==> src/rtl/obj_sched_pkg.sv <==
// Shared definitions for the object update scheduler: command opcodes, FSM
// state codes and the queued command record.
package obj_sched_pkg;

    localparam logic [1:0] OP_NOP   = 2'd0;
    localparam logic [1:0] OP_SETXY = 2'd1;
    localparam logic [1:0] OP_PIXEL = 2'd2;
    localparam logic [1:0] OP_FENCE = 2'd3;

    // Fixed-width id field so the record type does not depend on N_OBJ
    localparam int unsigned CMD_ID_W = 8;

    localparam logic [2:0] ST_IDLE   = 3'd0;
    localparam logic [2:0] ST_DECODE = 3'd1;
    localparam logic [2:0] ST_ISSUE  = 3'd2;
    localparam logic [2:0] ST_SETTLE = 3'd3;
    localparam logic [2:0] ST_FWAIT  = 3'd4;

    typedef struct packed {
        logic [1:0]          op;
        logic [CMD_ID_W-1:0] id;
        logic [9:0]          x;
        logic [9:0]          y;
        logic [23:0]         data;
    } obj_cmd_t;

    function automatic logic is_update(input logic [1:0] op);
        return (op == OP_SETXY) || (op == OP_PIXEL);
    endfunction

endpackage

==> src/rtl/obj_update_scheduler_if.sv <==
// Host command handshake into the object update scheduler.
interface obj_update_scheduler_if #(
    parameter int unsigned N_OBJ = 8
);
    localparam int unsigned IDW = (N_OBJ > 1) ? $clog2(N_OBJ) : 1;

    logic           cmd_valid;
    logic           cmd_ready;
    logic [1:0]     cmd_op;
    logic [IDW-1:0] cmd_id;
    logic [9:0]     cmd_x;
    logic [9:0]     cmd_y;
    logic [23:0]    cmd_data;

    modport master (
        output cmd_valid, cmd_op, cmd_id, cmd_x, cmd_y, cmd_data,
        input  cmd_ready
    );

    modport slave (
        input  cmd_valid, cmd_op, cmd_id, cmd_x, cmd_y, cmd_data,
        output cmd_ready
    );

endinterface

==> src/rtl/obj_cmd_fifo.sv <==
// Single-clock show-ahead FIFO of command records; simultaneous write and
// read is accepted when full.
module obj_cmd_fifo
    import obj_sched_pkg::*;
#(
    parameter int unsigned DEPTH = 8
) (
    input  logic                   clk,
    input  logic                   rst,
    input  logic                   i_wr,
    input  obj_cmd_t               i_wdata,
    input  logic                   i_rd,
    output obj_cmd_t               o_rdata,
    output logic [$clog2(DEPTH):0] o_count,
    output logic                   o_full,
    output logic                   o_empty
);
    localparam int unsigned AW = $clog2(DEPTH);

    obj_cmd_t        r_mem [DEPTH];
    logic [AW-1:0]   r_wptr;
    logic [AW-1:0]   r_rptr;
    logic [AW:0]     r_count;
    logic            w_do_wr;
    logic            w_do_rd;

    assign o_empty = (r_count == '0);
    assign o_full  = (r_count == (AW+1)'(DEPTH));
    assign o_count = r_count;
    assign o_rdata = r_mem[r_rptr];

    assign w_do_rd = i_rd && !o_empty;
    assign w_do_wr = i_wr && (!o_full || w_do_rd);

    always_ff @(posedge clk) begin
        if (w_do_wr) begin
            r_mem[r_wptr] <= i_wdata;
        end
    end

    always_ff @(posedge clk or posedge rst) begin
        if (rst) begin
            r_wptr  <= '0;
            r_rptr  <= '0;
            r_count <= '0;
        end else begin
            if (w_do_wr) begin
                r_wptr <= r_wptr + 1'b1;
            end
            if (w_do_rd) begin
                r_rptr <= r_rptr + 1'b1;
            end
            case ({w_do_wr, w_do_rd})
                2'b10:   r_count <= r_count + 1'b1;
                2'b01:   r_count <= r_count - 1'b1;
                default: r_count <= r_count;
            endcase
        end
    end

endmodule

==> src/rtl/obj_update_scheduler.sv <==
// Queues host object-update commands and applies them to the object bank only
// during vertical blanking; owns the shared object x/y query bus.
module obj_update_scheduler
    import obj_sched_pkg::*;
#(
    parameter int unsigned N_OBJ      = 8,
    parameter int unsigned FIFO_DEPTH = 8,
    parameter int unsigned V_ACTIVE   = 480,
    parameter int unsigned V_TOTAL    = 525,
    localparam int unsigned CW        = $clog2(FIFO_DEPTH) + 1
) (
    input  logic                  clk,
    input  logic                  rst,
    obj_update_scheduler_if.slave cmd_if,
    input  logic [9:0]            scan_x,
    input  logic [9:0]            scan_y,
    output logic [N_OBJ-1:0]      obj_sel,
    output logic [9:0]            obj_new_x,
    output logic [9:0]            obj_new_y,
    output logic [23:0]           obj_in,
    output logic [9:0]            obj_x,
    output logic [9:0]            obj_y,
    output logic                  obj_setxy,
    output logic                  obj_change_pxl,
    output logic                  busy,
    output logic [CW-1:0]         fifo_count,
    output logic [15:0]           frame_cnt
);
    obj_cmd_t         w_wdata;
    obj_cmd_t         w_head;
    logic             w_full;
    logic             w_empty;
    logic             w_wr;
    logic             w_pop;
    logic             w_vblank;
    logic             w_last_line;
    logic             w_vb_start;
    logic             w_drive;
    logic [N_OBJ-1:0] w_sel;

    logic [2:0]       r_state;
    obj_cmd_t         r_cmd;
    logic             r_vb;
    logic             r_vb_d;
    logic [15:0]      r_frame;
    logic [N_OBJ-1:0] r_sel;
    logic [9:0]       r_new_x;
    logic [9:0]       r_new_y;
    logic [23:0]      r_in;
    logic             r_setxy;
    logic             r_pxl;
    logic [9:0]       r_obj_x;
    logic [9:0]       r_obj_y;

    assign w_wdata.op   = cmd_if.cmd_op;
    assign w_wdata.id   = CMD_ID_W'(cmd_if.cmd_id);
    assign w_wdata.x    = cmd_if.cmd_x;
    assign w_wdata.y    = cmd_if.cmd_y;
    assign w_wdata.data = cmd_if.cmd_data;

    assign cmd_if.cmd_ready = !w_full;
    assign w_wr             = cmd_if.cmd_valid && !w_full;

    assign w_vblank    = (scan_y >= 10'(V_ACTIVE));
    assign w_last_line = (scan_y == 10'(V_TOTAL - 1));
    assign w_vb_start  = r_vb && !r_vb_d;
    // Never start a command in the last blanking line so it cannot spill into active video
    assign w_pop       = (r_state == ST_IDLE) && !w_empty && w_vblank && !w_last_line;
    assign w_drive     = (r_state == ST_DECODE) && is_update(r_cmd.op);

    obj_cmd_fifo #(
        .DEPTH (FIFO_DEPTH)
    ) u_fifo (
        .clk     (clk),
        .rst     (rst),
        .i_wr    (w_wr),
        .i_wdata (w_wdata),
        .i_rd    (w_pop),
        .o_rdata (w_head),
        .o_count (fifo_count),
        .o_full  (w_full),
        .o_empty (w_empty)
    );

    // Out-of-range ids decode to an all-zero select
    always_comb begin
        w_sel = '0;
        for (int unsigned i = 0; i < N_OBJ; i++) begin
            if (r_cmd.id == CMD_ID_W'(i)) begin
                w_sel[i] = 1'b1;
            end
        end
    end

    always_ff @(posedge clk or posedge rst) begin
        if (rst) begin
            r_vb    <= 1'b0;
            r_vb_d  <= 1'b0;
            r_frame <= '0;
        end else begin
            r_vb   <= w_vblank;
            r_vb_d <= r_vb;
            if (w_vb_start) begin
                r_frame <= r_frame + 16'd1;
            end
        end
    end

    always_ff @(posedge clk or posedge rst) begin
        if (rst) begin
            r_state <= ST_IDLE;
            r_cmd   <= '0;
            r_sel   <= '0;
            r_new_x <= '0;
            r_new_y <= '0;
            r_in    <= '0;
            r_setxy <= 1'b0;
            r_pxl   <= 1'b0;
        end else begin
            r_setxy <= 1'b0;
            r_pxl   <= 1'b0;
            case (r_state)
                ST_IDLE: begin
                    if (w_pop) begin
                        r_cmd   <= w_head;
                        r_state <= ST_DECODE;
                    end
                end
                ST_DECODE: begin
                    case (r_cmd.op)
                        OP_SETXY: begin
                            r_sel   <= w_sel;
                            r_new_x <= r_cmd.x;
                            r_new_y <= r_cmd.y;
                            r_setxy <= 1'b1;
                            r_state <= ST_ISSUE;
                        end
                        OP_PIXEL: begin
                            r_sel   <= w_sel;
                            r_in    <= r_cmd.data;
                            r_pxl   <= 1'b1;
                            r_state <= ST_ISSUE;
                        end
                        OP_FENCE: r_state <= ST_FWAIT;
                        default:  r_state <= ST_IDLE;
                    endcase
                end
                ST_ISSUE: begin
                    r_sel   <= '0;
                    r_state <= ST_SETTLE;
                end
                ST_SETTLE: r_state <= ST_IDLE;
                ST_FWAIT: begin
                    if (w_vb_start) begin
                        r_state <= ST_IDLE;
                    end
                end
                default: r_state <= ST_IDLE;
            endcase
        end
    end

    // Unreset on purpose: the bus simply tracks the raster while idle or in reset
    always_ff @(posedge clk) begin
        r_obj_x <= w_drive ? r_cmd.x : scan_x;
        r_obj_y <= w_drive ? r_cmd.y : scan_y;
    end

    assign obj_sel        = r_sel;
    assign obj_new_x      = r_new_x;
    assign obj_new_y      = r_new_y;
    assign obj_in         = r_in;
    assign obj_x          = r_obj_x;
    assign obj_y          = r_obj_y;
    assign obj_setxy      = r_setxy;
    assign obj_change_pxl = r_pxl;
    assign busy           = (r_state != ST_IDLE) || !w_empty;
    assign frame_cnt      = r_frame;

endmodule
==> src/flat_wrapper.sv <==
// flat-port wrapper written by rule: the top's interface ports become plain ports
module obj_update_scheduler_flat import obj_sched_pkg::*;
#(
    parameter int unsigned N_OBJ      = 8,
    parameter int unsigned FIFO_DEPTH = 8,
    parameter int unsigned V_ACTIVE   = 480,
    parameter int unsigned V_TOTAL    = 525,
    localparam int unsigned CW        = $clog2(FIFO_DEPTH) + 1
)
  (clk, rst, scan_x, scan_y, obj_sel, obj_new_x, obj_new_y, obj_in, obj_x, obj_y, obj_setxy, obj_change_pxl, busy, fifo_count, frame_cnt, cmd_if_cmd_valid, cmd_if_cmd_op, cmd_if_cmd_id, cmd_if_cmd_x, cmd_if_cmd_y, cmd_if_cmd_data, cmd_if_cmd_ready);
  obj_update_scheduler_if #(.N_OBJ(N_OBJ)) cmd_if_i ();
  input  logic clk;
  input  logic rst;
  input  logic [9:0] scan_x;
  input  logic [9:0] scan_y;
  output logic [N_OBJ-1:0] obj_sel;
  output logic [9:0] obj_new_x;
  output logic [9:0] obj_new_y;
  output logic [23:0] obj_in;
  output logic [9:0] obj_x;
  output logic [9:0] obj_y;
  output logic obj_setxy;
  output logic obj_change_pxl;
  output logic busy;
  output logic [CW-1:0] fifo_count;
  output logic [15:0] frame_cnt;
  input wire logic [$bits(cmd_if_i.cmd_valid)-1:0] cmd_if_cmd_valid;
  input wire logic [$bits(cmd_if_i.cmd_op)-1:0] cmd_if_cmd_op;
  input wire logic [$bits(cmd_if_i.cmd_id)-1:0] cmd_if_cmd_id;
  input wire logic [$bits(cmd_if_i.cmd_x)-1:0] cmd_if_cmd_x;
  input wire logic [$bits(cmd_if_i.cmd_y)-1:0] cmd_if_cmd_y;
  input wire logic [$bits(cmd_if_i.cmd_data)-1:0] cmd_if_cmd_data;
  output wire logic [$bits(cmd_if_i.cmd_ready)-1:0] cmd_if_cmd_ready;
  assign cmd_if_i.cmd_valid = cmd_if_cmd_valid;
  assign cmd_if_i.cmd_op = cmd_if_cmd_op;
  assign cmd_if_i.cmd_id = cmd_if_cmd_id;
  assign cmd_if_i.cmd_x = cmd_if_cmd_x;
  assign cmd_if_i.cmd_y = cmd_if_cmd_y;
  assign cmd_if_i.cmd_data = cmd_if_cmd_data;
  assign cmd_if_cmd_ready = cmd_if_i.cmd_ready;
  obj_update_scheduler #(.N_OBJ(N_OBJ), .FIFO_DEPTH(FIFO_DEPTH), .V_ACTIVE(V_ACTIVE), .V_TOTAL(V_TOTAL)) u_core (.clk(clk), .rst(rst), .cmd_if(cmd_if_i), .scan_x(scan_x), .scan_y(scan_y), .obj_sel(obj_sel), .obj_new_x(obj_new_x), .obj_new_y(obj_new_y), .obj_in(obj_in), .obj_x(obj_x), .obj_y(obj_y), .obj_setxy(obj_setxy), .obj_change_pxl(obj_change_pxl), .busy(busy), .fifo_count(fifo_count), .frame_cnt(frame_cnt));
endmodule
==> config.mk <==
export PLATFORM = sky130hd
export DESIGN_NAME = obj_update_scheduler_flat
export DESIGN_NICKNAME = d
export VERILOG_FILES = /design/src/rtl/obj_sched_pkg.sv /design/src/rtl/obj_update_scheduler_if.sv /design/src/rtl/obj_cmd_fifo.sv /design/src/rtl/obj_update_scheduler.sv /design/src/flat_wrapper.sv
export SDC_FILE = /design/constraint.sdc
export NUM_CORES = 1
export LEC_CHECK = 0
export ABC_AREA = 1
export ABC_CLOCK_PERIOD_IN_PS = 7800
export CAP_MARGIN = 10
export CELL_PAD_IN_SITES_DETAIL_PLACEMENT = 1
export CELL_PAD_IN_SITES_GLOBAL_PLACEMENT = 2
export CORE_MARGIN = 5
export CORE_UTILIZATION = 30
export DETAILED_ROUTE_END_ITERATION = 8
export PLACE_DENSITY_LB_ADDON = 0.1
export SYNTH_ARGS = -nofsm -noshare
export SYNTH_HDL_FRONTEND = slang
export SYNTH_HIERARCHICAL = 1
export SYNTH_SLANG_ARGS = --single-unit
==> constraint.sdc <==
create_clock -name clk -period 7.8 [get_ports clk]
set_input_delay 1.56 -clock clk [delete_from_list [all_inputs] [get_ports clk]]
set_output_delay 1.56 -clock clk [all_outputs]
set_load 0.05 [all_outputs]
==> summary.md <==
| Metric | Value |
|---|---|
| Area growth from synthesis to layout | `21.1%` |
| Total grt overflow | `0` |
| Initial DRC count | `669` |
| HP Class | `register to register` |
| Largest family of logic cells by synthesized area | `simple AND/OR/NAND/NOR gates` |
| Share of post-route cells with drive strength above 1 | `0.0686` |
| Post-layout instance area | `28200 um2` |
| Critical R2R Capture | `u_core/u_fifo/r_mem[4][18]` |
| Pins Over Slew Limit | `0` |
| WL final | `62100 um` |
| Vias | `14700` |
| CP Capture Type | `register` |
| Unique masters post-synth | `36` |
| Number of remaining DRC errors | `0` |
| Compound-Gate Fraction of Synth Area | `0.0786` |
| Arr. time, crit path | `5070 ps` |
| Avg Cell Area, Syn | `roughly 12 um2` |
| Max Root-Sink Buffers | `3` |
| Post-Synth Adder-Cell Area | `0.00516` |
| Startpoint types | `input port` |
| Crit Path Max Fanout | `31` |
| Hold path depth | `2` |
| First-pass GRT wire length | `96000 um` |
| Pin count of the biggest net entering global routing | `100` |
| Setup bufs post-CTS | `0` |
| Ports | `168` |
| Vias per Instance | `4.54` |
| Sum of negative setup slack | `0 ps` |
| Power Dens Cells | `409 nW/um2` |
| Yosys top cell by area | `edfxtp_1` |
| WHS | `474 ps` |
| Met2 Usage GRT | `0.238` |
| Post-synthesis mux area share | `0.0237` |
| Core area | `a little under 80000 um2` |
| FMAX | `208 MHz` |
| Routed len/inst | `a little under 20 um` |
| Final core occ | `0.365` |
| M1 GR Usage | `0.211` |
| Worst Skew | `19.3 ps` |
| Outcome | `finished, final reports clean` |
| Die ar. | `83200 um2` |
| Syn Inst Count | `1939` |
| Worst-case reg-to-reg path depth | `12` |
| Post-Synth Simple-Gate Area | `0.126` |
| MaxCap Viol Count | `0` |
| Final hold violation count | `0` |
| Die Height | `289 um` |
| Post-Synth XOR/XNOR Area | `0.00602` |
| Clk pin slew, worst setup/hold paths | `50 ps` |
| Reg2Reg Launch Point | `u_core/u_fifo/o_count[0]` |
| Required time of the critical path | `~8100 ps` |
| Placed instance area | `26100 um2` |
| Inserted Diodes | `0` |
| Setup slack, reg-to-reg | `roughly 3600 ps` |
| Critical path class | `input port to register` |
| H-Tree Depth | `3` |
| Worst slew pin tran | `about 1100 ps` |
| Nets | `2222` |
| Post-CTS sizing | `0` |
| Met3 usage | `0.0269` |
| Sequential cell area | `16900 um2` |
| Setup violations, final | `0` |
| Crit share post-route | `0.616` |
| GRT busiest layer | `met2` |
| Clock Latency Late Sink | `590 ps` |
| Cts hold-fix bufs | `0` |
| TritonCTS Buffers | `70` |
| Area of the multi-input gates | `5760 um2` |
| Max rail drop VDD | `0.220 mV` |
| Synth Cell Area | `23300 um2` |
| Synth area leaders | `edfxtp_1 56%, dfrtp_1 15%, nand2_1 7.5%` |
| Row count | `102` |
| Syn. warnings | `6` |
| Top-area cell type share of the netlist area | `0.557` |
| Initial Util | `0.301` |
| Drt pass-1 iters | `4` |
| Routability cong. | `approximately 0.73` |
| Post-route ant nets | `0` |
| GRT Total Usage | `0.149` |
| Hold Path Sink | `u_core/obj_sel[4]` |
| Hold Crit Start | `u_core/obj_sel[4]` |
| Initial antenna violation count | `4` |
| RSZ-0062 raised after global routing | `no` |
| Leakage power figure | `around 0.011 uW` |
| Period minus WS final | `4800 ps` |
| DIE WIDTH | `289 um` |
| Port Buffers | `about 170` |
| Post-synthesis sequential area ratio | `0.724` |
| Num Clock Sinks | `about 600` |
| Root Driver | `clkbuf_16` |
| Layout fillers | `8295` |
| Hpwl dp | `37200 um` |
| Slew HR | `0.267` |
| Synth Register Bits | `591` |
| CTS tree | `yes` |
| Vias in the first global route | `15700` |
-- stage by stage --
stage | power (uW) | worst slack (ps) | cells
finish | 11500 | 3000 | 3228
global route | 12300 | 2690 | 3228
CTS | 11800 | 2890 | 3228
detailed placement | 8650 | 2260 | 3109
global placement | 8620 | 2450 | 3109
floorplan | 7210 | 694 | 1978
-- sequential cells by signal, indices dropped and copies added, names as in the netlist --
name,count
u_core/r_state,3
u_core/u_fifo/r_mem,432
u_core/r_vb,1
u_core/obj_new_x,10
u_core/obj_y,10
u_core/u_fifo/r_rptr,3
u_core/obj_x,10
u_core/obj_change_pxl,1
u_core/r_vb_d,1
u_core/u_fifo/o_count,4
u_core/obj_sel,8
u_core/obj_new_y,10
u_core/frame_cnt,16
u_core/obj_setxy,1
u_core/u_fifo/r_wptr,3
u_core/obj_in,24
u_core/r_cmd,54
-- layer usage --
metal / up-vias / part of all wire / wire length, um
met2: 213 / 0.46 / 28500
met3: 70 / 0.051 / 3160
met5: - / 0.00018 / 11
li1: 7048 / - / -
met4: 2 / 0.016 / 1020
met1: 7320 / 0.47 / 29400
-- how the worst max path moves through the flow --
stage	startpoint	to
floorplan	scan_y[6]	u_core/u_fifo/r_mem[3][0]
finish	scan_y[6]	u_core/u_fifo/r_mem[4][18]
CTS	scan_y[6]	u_core/u_fifo/r_mem[4][18]
detailed placement	scan_y[6]	u_core/u_fifo/r_mem[4][18]
global placement	scan_y[6]	u_core/u_fifo/r_mem[4][17]
global route	scan_y[6]	u_core/u_fifo/r_mem[4][12]
-- cell usage in the layout (no fill, tap or decap), types with 8 or more instances in the layout --
cell	n
nand2_1	467
edfxtp_1	432
nor2_1	245
o21ai_0	218
clkdlybuf4s50_1	167
dfrtp_1	136
clkbuf_16	73
inv_1	65
mux2i_1	54
o22ai_1	54
o21ai_1	49
conb_1	40
buf_4	21
dfxtp_1	20
clkbuf_1	17
nand3_1	17
clkinv_1	15
o21ai_2	15
clkinv_2	10
xor2_1	9
ha_1	8
-- power by group --
group / internal (uW) / switching, uW / leakage (uW)
sequential: 4080 / 402 / 0.00586
combinational: 1170 / 2820 / 0.00387
clock: 1800 / 1240 / 0.00103
-- cell type report --
class	count	share of cell area
inverter	72	0.00999
multi-input combinational	1216	0.205
timing repair buffer	190	0.0663
clock buffer	90	0.0671
clock inverter	29	0.00737
tap	1040	0.0462
sequential	591	0.598
-- worst max-delay path, cell delays in order --
cell	delay, ps
clkdlybuf4s50_1	500
nand2_1	70
nor2_1	130
nor2_1	70
nor2_1	110
nand2_2	480
inv_4	200
nand2_1	160
nand2_1	170
nand3b_1	320
nor2_4	910
buf_12	320
-- kinds of logic (layout without fill, tap and decap cells) --
group                      Yosys count  in the layout
buffers and inverters              171            381
adders and majority gates            9              9
other                                1             40
DFF                                591            591
and+or+nand+nor                    756            756
AOI/OAI and AO/OA                  340            340
muxes                               55             55
xor gates and xnor gates            16             16
-- synthesized netlist by cell type (all sizes together) --
| library cell | n |
|---|---|
| edfxtp | 432 |
| xnor2 | 7 |
| dfxtp | 20 |
| mux2 | 1 |
| nor2 | 251 |
| inv | 72 |
| nand3b | 3 |
| fa | 1 |
| dfrtp | 139 |
| nand4 | 4 |
| mux2i | 54 |
| conb | 1 |
| o21bai | 1 |
| nand2 | 470 |
| o21ai | 282 |
| nor3b | 4 |
| buf | 58 |
| xor2 | 9 |
| o22ai | 54 |
| ha | 8 |
| nand3 | 17 |
| a21oi | 3 |
| nor3 | 7 |
| clkbuf | 41 |
Power figures use the tool's default switching activity.
